**src/rtl/xbar_pkg.sv**
```systemverilog
// Shared crossbar definitions: default sizing, arbiter state encoding and a
// constant-safe clog2 used to size grant indices.
package xbar_pkg;

   localparam int NUM_PORTS_DEF = 4;
   localparam int MAX_HOLD_DEF  = 1024;
   localparam int CNT_W_DEF     = 16;

   typedef enum logic {
      IDLE = 1'b0,
      LOCK = 1'b1
   } arb_state_e;

   // Index width is at least one bit so a two-port arbiter still has a grant bus.
   function automatic int clog2(input int n);
      int w;
      w = 1;
      while ((1 << w) < n) w++;
      return w;
   endfunction

endpackage

```
**src/rtl/rr_prio_pick.sv**
```systemverilog
// Rotating-priority pick: first set request at ptr, ptr+1, ... wrapping to 0.
// Two-pass encode: requests at or above ptr win, otherwise lowest request overall.
module rr_prio_pick
   import xbar_pkg::*;
#(
   parameter  int NUM_PORTS = NUM_PORTS_DEF,
   localparam int IDX_W     = clog2(NUM_PORTS)
) (
   input  logic [NUM_PORTS-1:0] req_i,
   input  logic [IDX_W-1:0]     ptr_i,
   output logic                 any_o,
   output logic [IDX_W-1:0]     idx_o
);

   logic [NUM_PORTS-1:0] masked;
   logic                 hit_m;
   logic                 hit_u;
   logic [IDX_W-1:0]     idx_m;
   logic [IDX_W-1:0]     idx_u;

   always_comb begin
      masked = '0;
      hit_m  = 1'b0;
      hit_u  = 1'b0;
      idx_m  = '0;
      idx_u  = '0;
      for (int i = 0; i < NUM_PORTS; i++) begin
         masked[i] = req_i[i] && (i >= int'(ptr_i));
      end
      // Descending scan leaves the lowest set index in each pass.
      for (int i = NUM_PORTS - 1; i >= 0; i--) begin
         if (masked[i]) begin
            hit_m = 1'b1;
            idx_m = IDX_W'(i);
         end
         if (req_i[i]) begin
            hit_u = 1'b1;
            idx_u = IDX_W'(i);
         end
      end
      any_o = hit_u;
      idx_o = hit_m ? idx_m : idx_u;
   end

endmodule

```
**src/rtl/rr_frame_arbiter.sv**
```systemverilog
// Per-egress frame arbiter: round-robin grant locked for a whole frame, with a
// hold watchdog that force-releases a port stalling mid-frame.
//
//   state | meaning
//   IDLE  | no grant; next requester is loaded on the following edge
//   LOCK  | grant held until last beat, request drop or watchdog expiry
module rr_frame_arbiter
   import xbar_pkg::*;
#(
   parameter  int NUM_PORTS = NUM_PORTS_DEF,
   parameter  int MAX_HOLD  = MAX_HOLD_DEF,
   parameter  int CNT_W     = CNT_W_DEF,
   localparam int IDX_W     = clog2(NUM_PORTS)
) (
   input  logic                 iClk,
   input  logic                 iRst_n,
   input  logic [NUM_PORTS-1:0] iReq,
   input  logic                 iBeatValid,
   input  logic                 iLast,
   output logic [IDX_W-1:0]     oGrant,
   output logic [NUM_PORTS-1:0] oGrantOh,
   output logic                 oGrantValid,
   output logic                 oTimeout
);

   localparam logic [CNT_W-1:0] HOLD_SAT  = CNT_W'(MAX_HOLD);
   localparam logic [CNT_W-1:0] HOLD_LAST = CNT_W'(MAX_HOLD - 1);
   localparam logic [IDX_W-1:0] LAST_IDX  = IDX_W'(NUM_PORTS - 1);

   arb_state_e           state_q, state_d;
   logic [IDX_W-1:0]     grant_q, grant_d;
   logic [IDX_W-1:0]     ptr_q, ptr_d;
   logic [NUM_PORTS-1:0] oh_q, oh_d;
   logic [CNT_W-1:0]     cnt_q, cnt_d;
   logic                 timeout_q, timeout_d;

   logic                 rel_last, rel_drop, rel_wdog, release_now;
   logic [IDX_W-1:0]     ptr_after, pick_ptr, pick_idx;
   logic                 pick_any;

   assign rel_last    = iBeatValid & iLast;
   assign rel_drop    = ~iReq[grant_q];
   assign rel_wdog    = (MAX_HOLD != 0) && (cnt_q == HOLD_LAST);
   assign release_now = (state_q == LOCK) && (rel_last || rel_drop || rel_wdog);
   assign ptr_after   = (grant_q == LAST_IDX) ? '0 : grant_q + IDX_W'(1);
   // A releasing port drops to lowest priority for the very same pick.
   assign pick_ptr    = release_now ? ptr_after : ptr_q;

   rr_prio_pick #(
      .NUM_PORTS (NUM_PORTS)
   ) u_pick (
      .req_i (iReq),
      .ptr_i (pick_ptr),
      .any_o (pick_any),
      .idx_o (pick_idx)
   );

   always_comb begin
      state_d   = state_q;
      grant_d   = grant_q;
      ptr_d     = ptr_q;
      oh_d      = oh_q;
      cnt_d     = cnt_q;
      timeout_d = 1'b0;
      unique case (state_q)
         IDLE: begin
            if (pick_any) begin
               state_d = LOCK;
               grant_d = pick_idx;
               oh_d    = NUM_PORTS'(1) << pick_idx;
               cnt_d   = '0;
            end
         end
         LOCK: begin
            if (release_now) begin
               ptr_d     = ptr_after;
               timeout_d = rel_wdog && !rel_last && !rel_drop;
               if (pick_any) begin
                  grant_d = pick_idx;
                  oh_d    = NUM_PORTS'(1) << pick_idx;
                  cnt_d   = '0;
               end else begin
                  state_d = IDLE;
                  oh_d    = '0;
               end
            end else if (cnt_q != HOLD_SAT) begin
               cnt_d = cnt_q + CNT_W'(1);
            end
         end
      endcase
   end

   always_ff @(posedge iClk or negedge iRst_n) begin
      if (!iRst_n) begin
         state_q   <= IDLE;
         grant_q   <= '0;
         ptr_q     <= '0;
         oh_q      <= '0;
         cnt_q     <= '0;
         timeout_q <= 1'b0;
      end else begin
         state_q   <= state_d;
         grant_q   <= grant_d;
         ptr_q     <= ptr_d;
         oh_q      <= oh_d;
         cnt_q     <= cnt_d;
         timeout_q <= timeout_d;
      end
   end

   assign oGrant      = grant_q;
   assign oGrantOh    = oh_q;
   assign oGrantValid = (state_q == LOCK);
   assign oTimeout    = timeout_q;

endmodule
```
**config.mk**
```make
export PLATFORM = sky130hd
export DESIGN_NAME = rr_frame_arbiter
export DESIGN_NICKNAME = d
export VERILOG_FILES = /design/src/rtl/xbar_pkg.sv /design/src/rtl/rr_prio_pick.sv /design/src/rtl/rr_frame_arbiter.sv
export SDC_FILE = /design/constraint.sdc
export NUM_CORES = 1
export LEC_CHECK = 0
export ABC_AREA = 1
export ABC_CLOCK_PERIOD_IN_PS = 2550
export CORE_ASPECT_RATIO = 2
export CORE_MARGIN = 2
export CORE_UTILIZATION = 50
export CTS_CLUSTER_DIAMETER = 80
export DETAILED_ROUTE_END_ITERATION = 12
export PLACE_DENSITY = 0.78
export SLEW_MARGIN = 20
export SYNTH_ARGS = -nofsm -noshare
export SYNTH_HDL_FRONTEND = slang
export SYNTH_SLANG_ARGS = --single-unit
```
**constraint.sdc**
```tcl
create_clock -name iClk -period 2.55 [get_ports iClk]
set_clock_uncertainty 0.1 [all_clocks]
set_input_delay 0.51 -clock iClk [delete_from_list [all_inputs] [get_ports iClk]]
set_output_delay 0.51 -clock iClk [all_outputs]
set_load 0.01 [all_outputs]
```
* Word level (Yosys, flattened, before mapping)
Cells that the tools add are included.
Operators by class: add/sub/neg operators 2, magnitude comparators 4, equality and inequality tests 6, shift-type cells 1, multiplexer cells 35, bitwise gates (word level) 3, reduce and logical (&&, ||, !) cells 10
Operators by type and width (number):
- $mux W16 | 3
- $pmux W16 S2 | 1
- $mux W2 | 12
- $add A16 B1 Y16 const B | 1
- $eq A16 B10 Y1 const B | 1
- $ne A16 B11 Y1 const B | 1
- $mux W1 | 12
- $mux W4 | 3
- $pmux W4 S2 | 1
- $logic_and A1 B1 Y1 | 6
- $ge A1 B2 Y1 const A | 2
- $pmux W2 S2 | 1
- $shl A1 B2 Y4 const A | 1
- $lt A2 B3 Y1 const B | 1
- $ne A3 B1 Y1 const B | 1
- $add A2 B1 Y2 const B | 1
- $bmux W1 S2 | 1
- $eq A2 B2 Y1 const B | 1
- $ge A2 B2 Y1 const A | 1
- $logic_or A1 B1 Y1 | 2
- $ne A2 B1 Y1 const B | 1
- $ne A2 B2 Y1 const B | 1
- $not A1 Y1 | 2
- $pmux W1 S2 | 1
- other kinds (3) | 3
Word-level totals: register bits after elaboration 26, bits of input ports 8, word-level logic and storage cells 67

* Logic depth before layout (Yosys ltp)
depth after elaboration 17, mapped depth 18

* By module
A second synthesis with hierarchy kept.
Second synthesis, totals: cell total of the unflattened synthesis 313, area total of the unflattened synthesis 1970.6 um^2
Modules (own cells, without submodules):
- rr_frame_arbiter | instances 1, cells an instance 289, area each 1868.0 um^2, seq. area each 650.6 um^2
- rr_prio_pick | instances 1, cells an instance 24, area each 102.6 um^2, seq. area each 0.0 um^2

* Least setup slack after synthesis
No wires, ideal clock.
path type register to register, from register cnt_q[0], to register cnt_q[4], library setup time 122 ps, arrival 1694 ps, required time 2328 ps, setup slack 634 ps, cell stages (with the launch flop) 12, buffers on the path 1, clock period less this slack 1916 ps, cell sequence dfrtp_1 > ha_1 > nand3_2 > nor2_4 > nand2_2 > nand3_4 > nor2_8 > nand2_2 > buf_6 > or2_0 > o21ai_1 > a21oi_1
Between the ends: longest elaborated chain between the ends 5
Ends and longest elaborated chain:
- from (decl) | RTL line rr_frame_arbiter.sv:34 | logic [CNT_W-1:0] cnt_q, cnt_d;
- from (signal assigned) | RTL line rr_frame_arbiter.sv:106 | cnt_q <= cnt_d;
- parallel branches: the longest is 5 deep, another holds $add A16 B1 Y16
Parallel ways; which one is timed is not known. The select of a mux whose other input is x is not followed. A chain may end at the register's enable or synchronous reset.

* Worst setup path in the final report
from input iReq[3], to register cnt_q[10]
Between the ends: longest elaborated chain between the ends 8
Ends and longest elaborated chain:
- from (decl) | RTL line rr_frame_arbiter.sv:17 | input logic [NUM_PORTS-1:0] iReq,
- $bmux W1 S2 | RTL line rr_frame_arbiter.sv:42 | assign rel_drop = ~iReq[grant_q];
- $mux W1 (not written as such) | RTL line rr_frame_arbiter.sv:42
- $not A1 Y1 | RTL line rr_frame_arbiter.sv:42
- $logic_or A1 B1 Y1 (2 in a row) | RTL line rr_frame_arbiter.sv:44 | assign release_now = (state_q == LOCK) && (rel_last || rel_drop || rel_wdog);
- $logic_and A1 B1 Y1 | RTL line rr_frame_arbiter.sv:44
- $mux W16 | RTL line rr_frame_arbiter.sv:75 | if (release_now) begin
- $pmux W16 S2 | RTL line rr_frame_arbiter.sv:65 | unique case (state_q)
Parallel ways exist; a longest one is shown, timed or not. The select of a mux whose other input is x is not followed.

==> out/results.ini <==
[status]
run_status=completed

[synth]
synth.top_cells.by_count=nand2_1, inv_1, dfrtp_1
synth_cell_type_count=35
synthMostInstantiatedCell=nand2_1
synthArstFlopShare_pct=100
synth-seq-cells=26
syn_area_mm2=0.00165
synth.yosys.warnings=0
yosysSeqAreaShare_pct=39.5
synth_enable_flop_cells=0
syn_nets=222
synth_top_area_share_pct=39.5
ys_top_cells_by_area=dfrtp_1, nand2_1, inv_1
synthFlopType=dfrtp_1
cell_count_after_synthesis=211
synth_area_leader_cell=dfrtp_1
syn-mean-instance-area_um2=7.80

[die]
design.core.area_mm2=0.00316
num_io_pins=16
die_h_um=85.2
die-area_mm2=0.00380
floorplan.die.width_um=44.6
initial_util_pct=52.2
row_cnt=29

[sta]
max_slew_margin_pct=76.2
finalHoldWorstSlack_ns=0.384
achievable-frequency_mhz=434
tightestPinTransition_ns=0.353
setup_repair_after_global_routing_missed_its_margin=no
final_min_period_over_clock_period_pct=90.3
finalMaxSlewViolations=0
period_minus_slack_ns=2.30
setup-violations-final=0
finalHoldViolCount=0

[setup_path]
critical-path-max-stage-delay_ns=0.50
crit_path_top_delay_cell=clkdlybuf4s50_1
cp.required_ns=2.67
timing.critical_path.from_type=primary input
cp_num_buf_inv=3
timing_worst_setup_path_type=in2reg
arrival_time_at_the_worst_endpoint_ns=2.42
crit_chain=clkdlybuf4s50_1 > inv_1 > nand2_1 > nand3_1 > nand2_2 > nand3_4 > nor2_8 > nand2_2 > inv_1 > nand2_1 > o21ai_0 > nand2_1 > nor2_1
worst_path_dominant_cell_family=simple AND/OR/NAND/NOR gates
critical_path_peak_fanout=7
worst_path_most_repeated_cell=nand2_1
endpoint_kind=flip-flop

[layout]
layout.cells.non_filler=269
drive_above_1_share_pct=18.1
area_growth_syn_to_layout_pct=18.4
fillers=292
num_antenna_cells=0
nNetsFinal=250

[power_and_ir_drop]
switching_share_of_total_power_pct=43.4
power_leakage_nw=0.936
p_clk_share_pct=15.0
net-switching-power_uw=788
power-per-cell-area_mw_per_mm2=931
total_power_mw=1.81
share_seq_of_total_power_pct=30.6
internal_power_mw=1.03
irDropWorstVdd_v=0.000517
comb_power_share_pct=54.4

[grt]
number_of_antenna_violations_at_the_first_check_in_global_routing=0
largest_net_degree_at_the_start_of_global_routing=27
track_usage_pct=22.0
grt_ovf=0
vias_in_the_first_global_route=1504
grt_first_pass_wirelength_um=6340

[placement]
dp.final_hpwl_um=2800
placed_cells=265
routabilityCongestion=0.915
buffer_ports.inserted=15

[drt]
drtPass1Iterations=4
detailroute.via_count=1445
route.antenna.remaining_nets=0
detail_route.vias_per_cell=5.37
drt-total-wl_um=3580
drc=0
post_drt_wl_per_cell_um=13.3
drtIter0Drc=37

[clocking]
cts_sinks=26
cts_setup_buffers=0
clock_root_buffer=clkbuf_8
htree_num_levels=1
cts_buffer_depth=2
path_clk_slew_ns=0.09
clock_tree_from_tritoncts=done
insertion_delay_ns=0.28
cts_inserted_buffers=3
ctsHoldBuffers=0
post_cts.resized_instances=0

[min_path]
hold_path.class=reg2reg

[flow_run]
timing.max_cap.violations=0

-- registers in the layout, indices dropped and copies added, names as in the netlist --
| name | flops |
|---|---|
| cnt_q | 16 |
| oGrant | 2 |
| oGrantOh | 4 |
| oGrantValid | 1 |
| oTimeout | 1 |
| ptr_q | 2 |
-- worst min-delay path, stage by stage, from the launching register on --
cell and delay (ns):
dfrtp_1 0.35, nand2_1 0.05, nand2_1 0.05
-- area by class of cell --
type | count | area, µm² | share of cell area, %
Inverter | 35 | 131 | 6.74
Tap cell | 31 | 38.8 | 1.99
Timing Repair Buffer | 25 | 225 | 11.6
Multi-Input combinational cell | 148 | 848 | 43.5
Clock buffer | 4 | 55.1 | 2.82
Sequential cell | 26 | 651 | 33.4
-- final timing paths --
check	start	end	slack [ns]	depth (start not counted)
worst max register to register	cnt_q[0]	cnt_q[10]	0.38	12
worst min register to register	oGrantOh[1]	oGrantOh[1]	0.38	2
min in group asynchronous	iRst_n	ptr_q[0]	0.49	2
worst min-delay path	oGrantOh[1]	oGrantOh[1]	0.38	2
worst max-delay path	iReq[3]	cnt_q[10]	0.25	13
max in group asynchronous	iRst_n	oGrantOh[2]	1.61	2
-- layout by cell type (no fill, tap or decap), types with 2 or more instances in the layout --
cell type and instances:
nand2_1 39, inv_1 30, dfrtp_1 26, nor2_1 17, nand3_1 15, clkdlybuf4s50_1 15, nand2_2 13, o21ai_0 13
nor3_1 10, buf_4 10, a21oi_1 5, inv_2 4, clkbuf_8 4, nand4_1 3, nand2_4 3, xor2_1 3
ha_1 3, nand3_2 2, nand3b_1 2, nor2_8 2, nor3b_1 2, o21ai_2 2, a211oi_1 2
-- cell families (layout without fill, tap and decap cells) --
kind of cell               Yosys count  after routing  synth area share (%)
xor gates and xnor gates             4              4                  2.13
DFF                                 26             26                  39.5
and+or+nand+nor                    112            112                  36.5
buffers and inverters               37             64                  8.97
adders and majority gates            3              3                  2.28
AOI/OAI and AO/OA                   29             29                  10.6
-- through the flow --
stage | TNS [ns] | setup WS [ns] | util [%] | area, µm²
2_1_floorplan | 0 | 0.634 | - | 1650
3_3_place_gp | 0 | 0.0120 | 60.0 | 1890
3_5_place_dp | -0.0232 | -0.0232 | 60.0 | 1890
4_1_cts | 0 | 0.247 | 61.8 | 1950
5_1_grt | 0 | 0.0132 | 61.8 | 1950
6_report | 0 | 0.247 | 61.8 | 1950
-- power by group through the flow --
stage	Clock [mW]	Combinational, mW	Sequential [mW]
2_1_floorplan	0	0.680	0.571
3_3_place_gp	0	0.977	0.563
3_5_place_dp	0	0.994	0.565
4_1_cts	0.273	0.998	0.556
5_1_grt	0.287	1.13	0.566
6_report	0.273	0.987	0.555
-- routing by layer --
| layer | vias up | wire (µm) | global-route usage [%] |
|---|---|---|---|
| met5 | - | 0 | 0 |
| met1 | 654 | 1360 | 23.9 |
| met3 | 16 | 118 | 1.91 |
| met4 | 0 | 163 | 12.4 |
| li1 | 737 | - | - |
| met2 | 38 | 1940 | 39.3 |
Note: power is estimated with default switching activity, not from simulation.
